## config.mk

```make
export PLATFORM = sky130hd
export DESIGN_NAME = mem_arbiter
export DESIGN_NICKNAME = d
export VERILOG_FILES = /design/src/rtl/mem_arbiter.sv
export SDC_FILE = /design/constraint.sdc
export NUM_CORES = 1
export LEC_CHECK = 0
export BUFFER_PORTS_ARGS = -buffer_cell sky130_fd_sc_hd__buf_2
export CAP_MARGIN = 25
export CORE_AREA = 5 5 101 103
export CTS_BUF_LIST = sky130_fd_sc_hd__clkbuf_16
export DETAILED_ROUTE_END_ITERATION = 6
export DIE_AREA = 0 0 106 108
export PLACE_DENSITY_LB_ADDON = 0.1
export SLEW_MARGIN = 15
export SYNTH_ARGS = -nofsm -noshare
export SYNTH_HDL_FRONTEND = slang
export SYNTH_SLANG_ARGS = --single-unit
```

## constraint.sdc

```tcl
create_clock -name CLK -period 1.8 [get_ports CLK]
set_clock_uncertainty 0.05 [all_clocks]
set_input_delay 0.18 -clock CLK [delete_from_list [all_inputs] [get_ports CLK]]
set_output_delay 0.18 -clock CLK [all_outputs]
set_load 0.005 [all_outputs]
```

## src/rtl/mem_arbiter.sv

```systemverilog
// Single-port RAM arbiter between I$ fills and D$ accesses: one transaction at a time,
// D$ has fixed priority, and a starvation counter guarantees the I$ eventually gets the port.
module mem_arbiter #(
   parameter int ADDR_WIDTH   = 32,
   parameter int STARVE_LIMIT = 4,
   parameter int LOG_STARVE   = $clog2(STARVE_LIMIT + 1)
) (
   input  logic                  CLK,
   input  logic                  RST,

   input  logic                  icache_REN,
   input  logic [ADDR_WIDTH-1:0] icache_addr,
   input  logic                  icache_halt,
   output logic                  iwait,
   output logic [31:0]           iload,

   input  logic                  dcache_REN,
   input  logic                  dcache_WEN,
   input  logic [ADDR_WIDTH-1:0] dcache_addr,
   input  logic [31:0]           dcache_store,
   output logic                  dwait,
   output logic [31:0]           dload,

   output logic                  ram_REN,
   output logic                  ram_WEN,
   output logic [ADDR_WIDTH-1:0] ram_addr,
   output logic [31:0]           ram_store,
   input  logic                  ram_ready,
   input  logic [31:0]           ram_load
);

   typedef enum logic [1:0] {
      IDLE   = 2'd0,
      IGRANT = 2'd1,
      DGRANT = 2'd2
   } state_t;

   localparam logic [LOG_STARVE-1:0] STARVE_MAX = LOG_STARVE'(STARVE_LIMIT);

   state_t                state;
   logic [LOG_STARVE-1:0] starve_cnt;
   logic                  i_elig;
   logic                  d_elig;
   logic                  starved;

   assign i_elig  = icache_REN & ~icache_halt;
   assign d_elig  = dcache_REN | dcache_WEN;
   assign starved = (starve_cnt == STARVE_MAX);

   // Every grant returns to IDLE on completion, so there is always one idle
   // cycle between grants in which the requester can drop its request.
   always_ff @(posedge CLK) begin
      if (RST) begin
         // NOTE: state registers use non-blocking assignments so every flop samples pre-edge values.
         state      <= IDLE;
         starve_cnt <= '0;
      end else begin
         case (state)
            IDLE: begin
               if (i_elig && starved)
                  state <= IGRANT;
               else if (d_elig)
                  state <= DGRANT;
               else if (i_elig)
                  state <= IGRANT;
            end
            IGRANT: begin
               if (ram_ready) begin
                  state      <= IDLE;
                  starve_cnt <= '0;
               end
            end
            DGRANT: begin
               if (ram_ready) begin
                  state <= IDLE;
                  // Saturates so a long D$ burst can never wrap the counter back to 0.
                  if (i_elig && !starved)
                     starve_cnt <= starve_cnt + LOG_STARVE'(1);
               end
            end
            default: state <= IDLE;
         endcase
      end
   end

   // Outputs are decoded from the grant state so completion is visible in the ready cycle.
   always_comb begin
      // NOTE: defaults first so no path through the case leaves an output unassigned (no latches).
      ram_REN   = 1'b0;
      ram_WEN   = 1'b0;
      ram_addr  = '0;
      ram_store = '0;
      iwait     = 1'b1;
      dwait     = 1'b1;
      iload     = '0;
      dload     = '0;
      case (state)
         IGRANT: begin
            ram_REN  = icache_REN;
            ram_addr = icache_addr;
            if (ram_ready) begin
               iwait = 1'b0;
               iload = ram_load;
            end
         end
         DGRANT: begin
            ram_WEN   = dcache_WEN;
            ram_REN   = dcache_REN & ~dcache_WEN;
            ram_addr  = dcache_addr;
            ram_store = dcache_store;
            if (ram_ready) begin
               dwait = 1'b0;
               if (dcache_REN && !dcache_WEN)
                  dload = ram_load;
            end
         end
         default: ;
      endcase
   end

endmodule

```

==> impl_metrics.env, run 1 <==
export IMPL_timing_critical_path_arrival_ps=1570
export IMPL_yosys_top_cells_area="and2_1, a22oi_1, nor2b_1"
export IMPL_die_area_mm2=0.0114
export IMPL_synthTopCellsByCount="and2_1, nor2b_1, a22oi_1, and3_1, clkbuf_1"
export IMPL_slew_viol_final=0
export IMPL_ys_seq_area_share_pct=6.39
export IMPL_initial_core_util_pct=17.2
export IMPL_tritoncts="done"
export IMPL_start_kind="flip-flop"
export IMPL_synth_ff_type="dfxtp_1"
export IMPL_synth_edf_count=0
export IMPL_dp_cells=595
export IMPL_vdd_drop_max_mv=0.166
export IMPL_final_cells=600
export IMPL_antenna_cells=0
export IMPL_finalCriticalPeriod_ps=1800
export IMPL_syn_num_nets=375
export IMPL_reg2reg_setup_slack_ps=240
export IMPL_synth_most_common_cell="and2_1"
export IMPL_min_from="RST"
export IMPL_hold_path_class="input pin to flip-flop"
export IMPL_fmax_mhz=557
export IMPL_cp_max_fo=20
export IMPL_fill_cells=994
export IMPL_post_synth_top_area_cell="and2_1"
export IMPL_synth_top_area_share_pct=25.6
export IMPL_ctsHoldBuffers=0
export IMPL_p_leak_uw=0.00199
export IMPL_crit_end="ram_addr[0]"
export IMPL_reg2reg_depth=5
export IMPL_synthArstFlopShare_pct=0
export IMPL_layout_nets=630
export IMPL_timing_max_cap_violations=0
export IMPL_setup_viol=0
export IMPL_r2r_start="state[1]$_SDFFE_PP0P_"
export IMPL_ios=267
export IMPL_power_density_mw_per_mm2=445
export IMPL_clock_latency_ps=230
export IMPL_criticalPathCategory="flip-flop to output pin"
export IMPL_port_buffers=266
export IMPL_ys_ff_latch=5
export IMPL_vias_per_cell=4.44
export IMPL_die_width_um=106
export IMPL_die_y_um=108
export IMPL_cp_end_kind="output pin"
export IMPL_overflow=0
export IMPL_hold_violations=0
export IMPL_ant_nets=0
export IMPL_cp_required_ps=1570
export IMPL_drt_first_pass_iters=4
export IMPL_setup_ws_ps=4.44
export IMPL_dpl_hpwl_um=7520
export IMPL_startpoint="state[1]$_SDFFE_PP0P_"
export IMPL_syn_area_mm2=0.00157
export IMPL_gp_congestion=0.801
export IMPL_clkSinkCount=5
export IMPL_drtIter0Drc=109
export IMPL_outcome="finished, final reports clean"
export IMPL_ys_warn_count=0
export IMPL_slew_headroom_pct=79.6
export IMPL_core_area_mm2=0.00911
export IMPL_drc_errors=0
export IMPL_num_rows=35
export IMPL_rsz0062_at_grt="yes"
export IMPL_htreeDepth=1
export IMPL_cts_buffer_depth=2
export IMPL_finalCritPeriodShare_pct=99.8
export IMPL_grt_max_degree=51
export IMPL_antenna_found_initial=0
export IMPL_r2r_end="state[1]$_SDFFE_PP0P_"
export IMPL_numCtsBuffers=3
export IMPL_vias=2662
export IMPL_routedWlPerCell_um=15.2
export IMPL_preCtsSetupSlack_ps=127
export IMPL_area_growth_pct=101
export IMPL_grt_pass1_wl_um=13400
export IMPL_wirelength_um=9100
export IMPL_netlist_instances=235
export IMPL_clockRootBuffer="clkbuf_16"
export IMPL_grtUsageTotal_pct=14.3
export IMPL_grt_pass1_vias=2571
export IMPL_clk_pin_slew_ps=30
export IMPL_drive_gt1_share_pct=58.9
export IMPL_syn_area_per_cell_um2=6.66
export IMPL_synthDistinctLibCells=37
export IMPL_worst_pin_slew_ps=305
-- power breakdown --
part	internal, µW	switching, µW	total (µW)	leakage (µW)
clock network	288	76.5	365	0.0000423
logic	472	436	908	0.00191
registers	119	7.82	127	0.0000411
total	879	521	1400	0.00199
-- what timing repair did --
item | in CTS | in global routing
pin swaps | 0 | 1
setup buffers | 2 | 0
setup endpoints to repair | 57 | 62
cloned | 1 | 0
gates resized for setup | 10 | 5
-- per-stage QoR --
stage	hold slack (ps)	power, µW	setup TNS (ps)	area, µm²	utilization, %
detailed placement	389	1020	0	3020	33.1
finish	154	1400	0	3150	34.6
CTS	160	1420	-56.8	3180	34.9
floorplan	199	578	0	1570	-
global placement	382	1020	0	3020	33.1
global route	170	1510	-1710	3150	34.6
-- worst min path at each step --
stage                                 end  slack [ps]  cells after the start
floorplan           state[1]$_SDFFE_PP0P_         200                      1
global placement    state[1]$_SDFFE_PP0P_         380                      2
detailed placement  state[1]$_SDFFE_PP0P_         390                      2
CTS                 state[1]$_SDFFE_PP0P_         160                      2
global route        state[1]$_SDFFE_PP0P_         170                      2
finish              state[1]$_SDFFE_PP0P_         150                      2
-- cell families after synthesis --
family | count (synthesis) | synth area share, %
adder cells (fa/ha/maj) | 5 | 4.00
buffers and inverters | 32 | 8.55
AND/OR/NAND/NOR | 149 | 59.3
multiplexers | 2 | 1.28
AO/OA/AOI/OAI | 42 | 20.5
flip-flops | 5 | 6.40
-- final cells by class --
class	count	area [µm²]	area share [%]
flip-flops and latches	5	101	3.22
repair buffers	275	1440	45.7
clock buffers	3	75.1	2.38
inverters	7	26.3	0.835
clock inverters	1	3.75	0.119
well taps	111	139	4.41
multi-input cells	198	1360	43.3
-- layer usage --
metal	vias to the layer above	global-route usage, %	share of wire (%)
met5	-	0	0
li1	1320	-	-
met3	4	4.84	11
met1	1172	14.6	35
met2	166	28.6	53
met4	0	1.94	0.46
-- sequential cells by signal, summed over array words and instances (netlist names) --
register	cells
starve_cnt	3
state	2
-- critical path: stages, from the launching register on --
cell and delay, ps:
dfxtp_1 370, inv_1 100, ha_2 380, buf_8 170
nor2b_1 170, buf_2 130
-- layout by cell type (no fill, tap or decap), types with 2 or more instances in the layout --
cell and n:
buf_2 265, and2_1 63, nor2b_1 34, a22oi_1 32
and3_1 32, inv_1 7, buf_6 5, dfxtp_1 4
nand2_1 3, nand3_1 3, clkbuf_16 3, buf_4 3
or2_2 2, mux2i_1 2, ha_2 2, ha_1 2
No activity file was read; power rests on OpenSTA's default activity.
==> run 2: changes to the inputs <==
- PLACE_DENSITY: default -> 0.64
- PLACE_DENSITY_LB_ADDON: 0.1 -> default
- SETUP_SLACK_MARGIN: default -> 0.2
- clock period: 1.8 -> 1.75 ns (I/O delays scaled with it)
==> run 2 against run 1 <==
Net effect:
- sequential share of layout area fell by 0.67 points
- worst setup slack got worse by 68 ps
- final cell count rose by 3.7%
- non-clock buffer count rose by 22
- critical path type unchanged
- the run now ends with setup timing left
- combinational power rose by 64%
==> impl_metrics.env, run 2 (synthesis gave the netlist of run 1 again) <==
export IMPL_drive_gt1_share_pct=73.6
export IMPL_layout_nets=652
export IMPL_area_growth_pct=163
export IMPL_internal_power_uw=1250
export IMPL_top_register="starve_cnt"
export IMPL_violations="setup timing"
export IMPL_wirelength_um=12000
export IMPL_rsz0062_at_grt="yes"
export IMPL_ios=267
export IMPL_core_area_mm2=0.00911
export IMPL_die_area_mm2=0.0114
export IMPL_dpl_hpwl_um=7990
export IMPL_finalCritPeriodShare_pct=104
export IMPL_cp_max_fo=8
export IMPL_grt_max_degree=35
export IMPL_power_switching_share_pct=37.4
export IMPL_overflow=0
export IMPL_fmax_mhz=552
export IMPL_routedWlPerCell_um=19.2
export IMPL_setup_tns_ps=-1120
export IMPL_final_common_cell="buf_2"
export IMPL_setup_ws_ps=-63.2
export IMPL_antenna_found_initial=1
export IMPL_clockRootBuffer="clkbuf_16"
export IMPL_preCtsSetupSlack_ps=118
export IMPL_largest_reg_flops=3
export IMPL_timing_critical_path_arrival_ps=1590
export IMPL_final_util_pct=45.2
export IMPL_finalCriticalPeriod_ps=1810
export IMPL_whs_ps=140
export IMPL_cts_buffer_depth=2
export IMPL_htreeDepth=1
export IMPL_pwr_share_comb_pct=74.5
export IMPL_vias_per_cell=4.70
export IMPL_worst_pin_slew_ps=327
export IMPL_max_stage_delay_ps=340
export IMPL_num_rows=35
export IMPL_ant_nets=0
export IMPL_vias=2922
export IMPL_finalPower_uw=2000
export IMPL_p_leak_uw=0.00229
export IMPL_clkSinkCount=5
export IMPL_gp_congestion=0.831
export IMPL_hold_path_class="input pin to flip-flop"
export IMPL_initial_core_util_pct=17.2
export IMPL_layout_common_cells="buf_2, buf_6, and2_1, and3_1, and2_4"
export IMPL_grt_pass1_vias=2799
export IMPL_tritoncts="done"
export IMPL_start_kind="flip-flop"
export IMPL_power_share_clock_pct=18.9
export IMPL_outcome="complete, but fails checks"
export IMPL_cp_end_kind="output pin"
export IMPL_clock_latency_ps=230
export IMPL_ctsHoldBuffers=0
export IMPL_crit_path_frequent_cell="buf_6"
export IMPL_timing_max_cap_violations=0
export IMPL_slew_headroom_pct=77.9
export IMPL_antenna_cells=0
export IMPL_seqPwrFrac_pct=6.6
export IMPL_slew_viol_final=0
export IMPL_cp_slowest_cell="dfxtp_4"
export IMPL_clk_pin_slew_ps=30
export IMPL_die_y_um=108
export IMPL_grtUsageTotal_pct=17.0
export IMPL_cp_cell_sequence="inv_4 > ha_4 > nand2_4 > nor3b_4 > buf_6 > clkbuf_16 > and2_4 > buf_6"
export IMPL_setup_viol=40
export IMPL_grt_pass1_wl_um=15500
export IMPL_die_width_um=106
export IMPL_drtIter0Drc=85
export IMPL_top_regs="starve_cnt x3, state x2"
export IMPL_numCtsBuffers=3
export IMPL_switching_power_uw=750
export IMPL_drc_errors=0
export IMPL_hold_violations=0
export IMPL_power_density_mw_per_mm2=486
export IMPL_cp_required_ps=1520
export IMPL_criticalPathCategory="flip-flop to output pin"
export IMPL_port_buffers=266
export IMPL_drt_first_pass_iters=4
export IMPL_vdd_drop_max_mv=0.300
## run 2: per-stage QoR
stage / instance area [µm²] / cells
after floorplan: 1570 / 235
after global placement: 3050 / 594
after detailed placement: 3050 / 594
after CTS: 3710 / 614
after global routing: 4120 / 622
final: 4120 / 622
## run 2: cell type report
| cell class | instances | area, µm² |
|---|---|---|
| Clock inverter | 1 | 5.00 |
| Fill cell | 878 | 4990 |
| Inverter | 7 | 28.8 |
| Timing Repair Buffer | 297 | 2110 |
| Multi-Input combinational cell | 198 | 1660 |
| Clock buffer | 3 | 75.1 |
| Tap cell | 111 | 139 |
| Sequential cell | 5 | 105 |
## run 2: power by group through the flow
stage	Sequential (µW)	Clock, µW	Combinational (µW)
floorplan	129	0	466
global placement	130	0	935
detailed placement	131	0	955
CTS	132	381	1240
global route	135	398	1590
finish	133	378	1490
## run 2: per-layer routing
metal | track usage (%) | up-vias | wire (µm)
met5 | 0 | - | 0
li1 | - | 1372 | -
met2 | 34.3 | 173 | 6610
met1 | 18.5 | 1369 | 4390
met4 | 1.57 | 0 | 47
met3 | 3.94 | 8 | 918
## run 2: what timing repair did
action,in CTS,in global routing
pin swaps,17,16
cloned,7,7
setup buffers,9,1
endpoints found under the setup margin,135,136
gates resized for setup,73,48
## run 2: final timing paths
kind | startpoint | to | slack [ps] | cells past startpoint
worst min register to register | starve_cnt[1]$_SDFFE_PP0P_ | starve_cnt[1]$_SDFFE_PP0P_ | 460 | 2
worst min-delay path | RST | state[1]$_SDFFE_PP0P_ | 140 | 2
worst max register to register | state[0]$_SDFFE_PP0P_ | state[1]$_SDFFE_PP0P_ | 120 | 6
worst max-delay path | state[0]$_SDFFE_PP0P_ | dload[6] | -60 | 8
## run 2: worst max-delay path: cells and delay by family, from the launching register on
family	cells	cell delay, ps
flip-flops	1	340
buffers and inverters	4	460
AND/OR/NAND/NOR	3	410
adder cells (fa/ha/maj)	1	140
==> run 3: changes to the inputs <==
- ABC_AREA: default -> 1
- CORE_AREA: 5 5 101 103 -> 5 5 100 102
- DIE_AREA: 0 0 106 108 -> 0 0 105 107
- MAX_ROUTING_LAYER: default -> met4
- PLACE_DENSITY: 0.64 -> 0.67
==> run 3 against run 2 <==
Net effect:
- the run now ends clean
- critical path depth decreased by 1
- non-clock buffer count increased by 10
- final cell count increased by 20%
- first-iteration DRC count increased by 110%
- worst setup slack improved by 120 ps
- register-to-register slack improved by 40 ps
- clock power decreased by 1%
- cell area increased by 1.9%
- die area decreased by 1.9%
- clock-buffer cell count unchanged
- worst hold slack improved by 67 ps
- combinational power increased by 100%
- largest power group unchanged
==> impl_metrics.env, run 3 <==
export IMPL_yosys_top_cells_area="nand2_1, nor3_2, a21oi_1"
export IMPL_start_kind="flip-flop"
export IMPL_numCtsBuffers=3
export IMPL_met2_usage_pct=33.3
export IMPL_tritoncts="done"
export IMPL_final_cell_area_mm2=0.00420
export IMPL_initial_core_util_pct=19.2
export IMPL_ant_nets=0
export IMPL_ys_seq_area_share_pct=5.79
export IMPL_cp_num_buf_inv=5
export IMPL_antenna_found_initial=0
export IMPL_synthDistinctLibCells=19
export IMPL_grt_max_degree=31
export IMPL_reg2reg_depth=10
export IMPL_busiest_layer="met2"
export IMPL_clk_pin_slew_ps=30
export IMPL_p_leak_uw=0.00254
export IMPL_wirelength_um=11400
export IMPL_ctsHoldBuffers=0
export IMPL_hold_path_class="input pin to flip-flop"
export IMPL_reg2reg_setup_slack_ps=160
export IMPL_globalRouteMet1Util_pct=20.3
export IMPL_min_to="state[0]$_SDFFE_PP0P_"
export IMPL_gp_congestion=0.883
export IMPL_r2r_end="state[1]$_SDFFE_PP0P_"
export IMPL_grt_pass1_vias=3013
export IMPL_power_density_mw_per_mm2=852
export IMPL_finalCritPeriodShare_pct=96.9
export IMPL_dp_cells=712
export IMPL_top_register="starve_cnt"
export IMPL_timing_critical_path_arrival_ps=1470
export IMPL_grt_pass1_wl_um=15900
export IMPL_hold_depth=4
export IMPL_antenna_cells=0
export IMPL_syn_num_nets=486
export IMPL_hold_violations=0
export IMPL_synth_most_common_cell="nand2_1"
export IMPL_clkSinkCount=5
export IMPL_ys_warn_count=0
export IMPL_final_common_cell="buf_2"
export IMPL_port_buffers=266
export IMPL_synth_ff_type="dfxtp_1"
export IMPL_grtUsageTotal_pct=17.7
export IMPL_top_regs="starve_cnt x3, state x2"
export IMPL_vias_per_cell=4.26
export IMPL_syn_area_per_cell_um2=4.99
export IMPL_max_stage_delay_ps=340
export IMPL_timing_max_cap_violations=0
export IMPL_min_from="RST"
export IMPL_ios=267
export IMPL_drt_first_pass_iters=4
export IMPL_vdd_drop_max_mv=0.739
export IMPL_criticalPathCategory="flip-flop to output pin"
export IMPL_critical_path_top_delay_family="buffers and inverters"
export IMPL_slew_headroom_pct=67.2
export IMPL_vias=3174
export IMPL_cp_slowest_cell="dfxtp_2"
export IMPL_core_area_mm2=0.00902
export IMPL_cp_cell_sequence="inv_4 > buf_6 > ha_4 > inv_8 > buf_12 > a21oi_4 > buf_2"
export IMPL_place_area_mm2=0.00320
export IMPL_htreeDepth=1
export IMPL_ys_ff_latch=5
export IMPL_drc_errors=0
export IMPL_synthTopCellsByCount="nand2_1, inv_1, nor2_1"
export IMPL_r2r_start="state[0]$_SDFFE_PP0P_"
export IMPL_whs_ps=207
export IMPL_met3_usage_pct=2.35
export IMPL_routedWlPerCell_um=15.3
export IMPL_post_synth_top_area_cell="nand2_1"
export IMPL_worst_pin_slew_ps=492
export IMPL_largest_reg_flops=3
export IMPL_cp_max_fo=8
export IMPL_die_area_mm2=0.0112
export IMPL_slew_viol_final=0
export IMPL_netlist_instances=346
export IMPL_cp_end_kind="output pin"
export IMPL_die_y_um=107
export IMPL_num_rows=35
export IMPL_overflow=0
export IMPL_cts_buffer_depth=2
export IMPL_final_cells=745
export IMPL_rsz0062_at_grt="yes"
export IMPL_finalCriticalPeriod_ps=1700
export IMPL_layout_common_cells="buf_2, nand2_1, inv_1, nor2_1, inv_2"
export IMPL_outcome="finished, final reports clean"
export IMPL_synth_top_area_share_pct=25.0
export IMPL_clock_latency_ps=230
export IMPL_final_util_pct=46.5
export IMPL_drive_gt1_share_pct=69.2
export IMPL_syn_area_mm2=0.00173
export IMPL_fmax_mhz=590
export IMPL_layout_nets=775
export IMPL_synthArstFlopShare_pct=0
export IMPL_synth_edf_count=0
export IMPL_setup_viol=0
export IMPL_die_width_um=105
export IMPL_clockRootBuffer="clkbuf_16"
export IMPL_drtIter0Drc=177
export IMPL_area_growth_pct=143
export IMPL_finalPower_uw=3580
export IMPL_dpl_hpwl_um=7780
export IMPL_cp_required_ps=1520
[run 3: cell types whose count changed after synthesis, moves of 29 or more]
| cell | delta |
|---|---|
| nand2_1 | +112 |
| and2_1 | -64 |
| nor2_1 | +40 |
| inv_1 | +38 |
| a21oi_1 | +34 |
| nor2b_1 | -34 |
| a22oi_1 | -32 |
| and3_1 | -32 |
| inv_2 | +32 |
| nor3_2 | +29 |
[run 3: metal layers]
metal  share of wire, %  wire (µm)
met5                  0          0
met4               0.78         89
met3                5.7        655
met2                 55       6230
met1                 39       4430
[run 3: worst max path at each step]
stage                                     start            to  slack, ps  depth (start not counted)
after floorplan           state[0]$_SDFFE_PP0P_     dload[12]        410                          6
after global placement    state[0]$_SDFFE_PP0P_   ram_addr[8]        210                          6
after detailed placement  state[1]$_SDFFE_PP0P_  ram_addr[14]        200                          6
after CTS                 state[0]$_SDFFE_PP0P_      dload[2]         80                          7
after global routing      state[0]$_SDFFE_PP0P_     iload[29]         -7                          6
final                     state[0]$_SDFFE_PP0P_  ram_addr[18]         50                          7
[run 3: kinds of logic after synthesis]
kind of cell	after synthesis	synth area share [%]
fa+ha+maj	5	3.62
buf+inv	101	24.6
flops	5	5.79
compound gates	37	10.9
simple gates	198	55.1
[run 3: worst register-to-register path: stages, from the launching register on]
cell and delay [ps]:
dfxtp_2 340, inv_4 40, buf_6 110, ha_4 280, inv_8 60, buf_6 130, or2_1 210, nand2_2 90
nand2_1 60, nand2_1 50, nor2_1 40
[run 3: stage by stage]
stage / worst slack [ps] / TNS, ps
finish: 54.6 / 0
global route: -6.94 / -6.94
CTS: 81.4 / 0
detailed placement: 203 / 0
global placement: 212 / 0
floorplan: 413 / 0
[run 3: area by class of cell]
cell class	count	area (µm²)
multi-input combinational	241	1570
timing repair buffer	307	2010
inverter	77	302
sequential	5	103
tap	111	139
clock buffer	3	75.1
fill	939	4820
clock inverter	1	3.75
[run 3: report_power, final]
part	total (µW)	leakage (µW)	internal, µW	switching (µW)
Sequential	158	0.0000415	138	19.7
Clock	374	0.0000423	296	78.0
Combinational	3050	0.00246	1480	1570
Total	3580	0.00254	1910	1660
[run 3: timing repair]
item	4_1_cts	5_1_grt
pin swaps	5	22
setup endpoints to repair	125	124
setup buffers	12	4
cloned	7	6
gates resized for setup	69	46
hold endpoints to repair	0	0
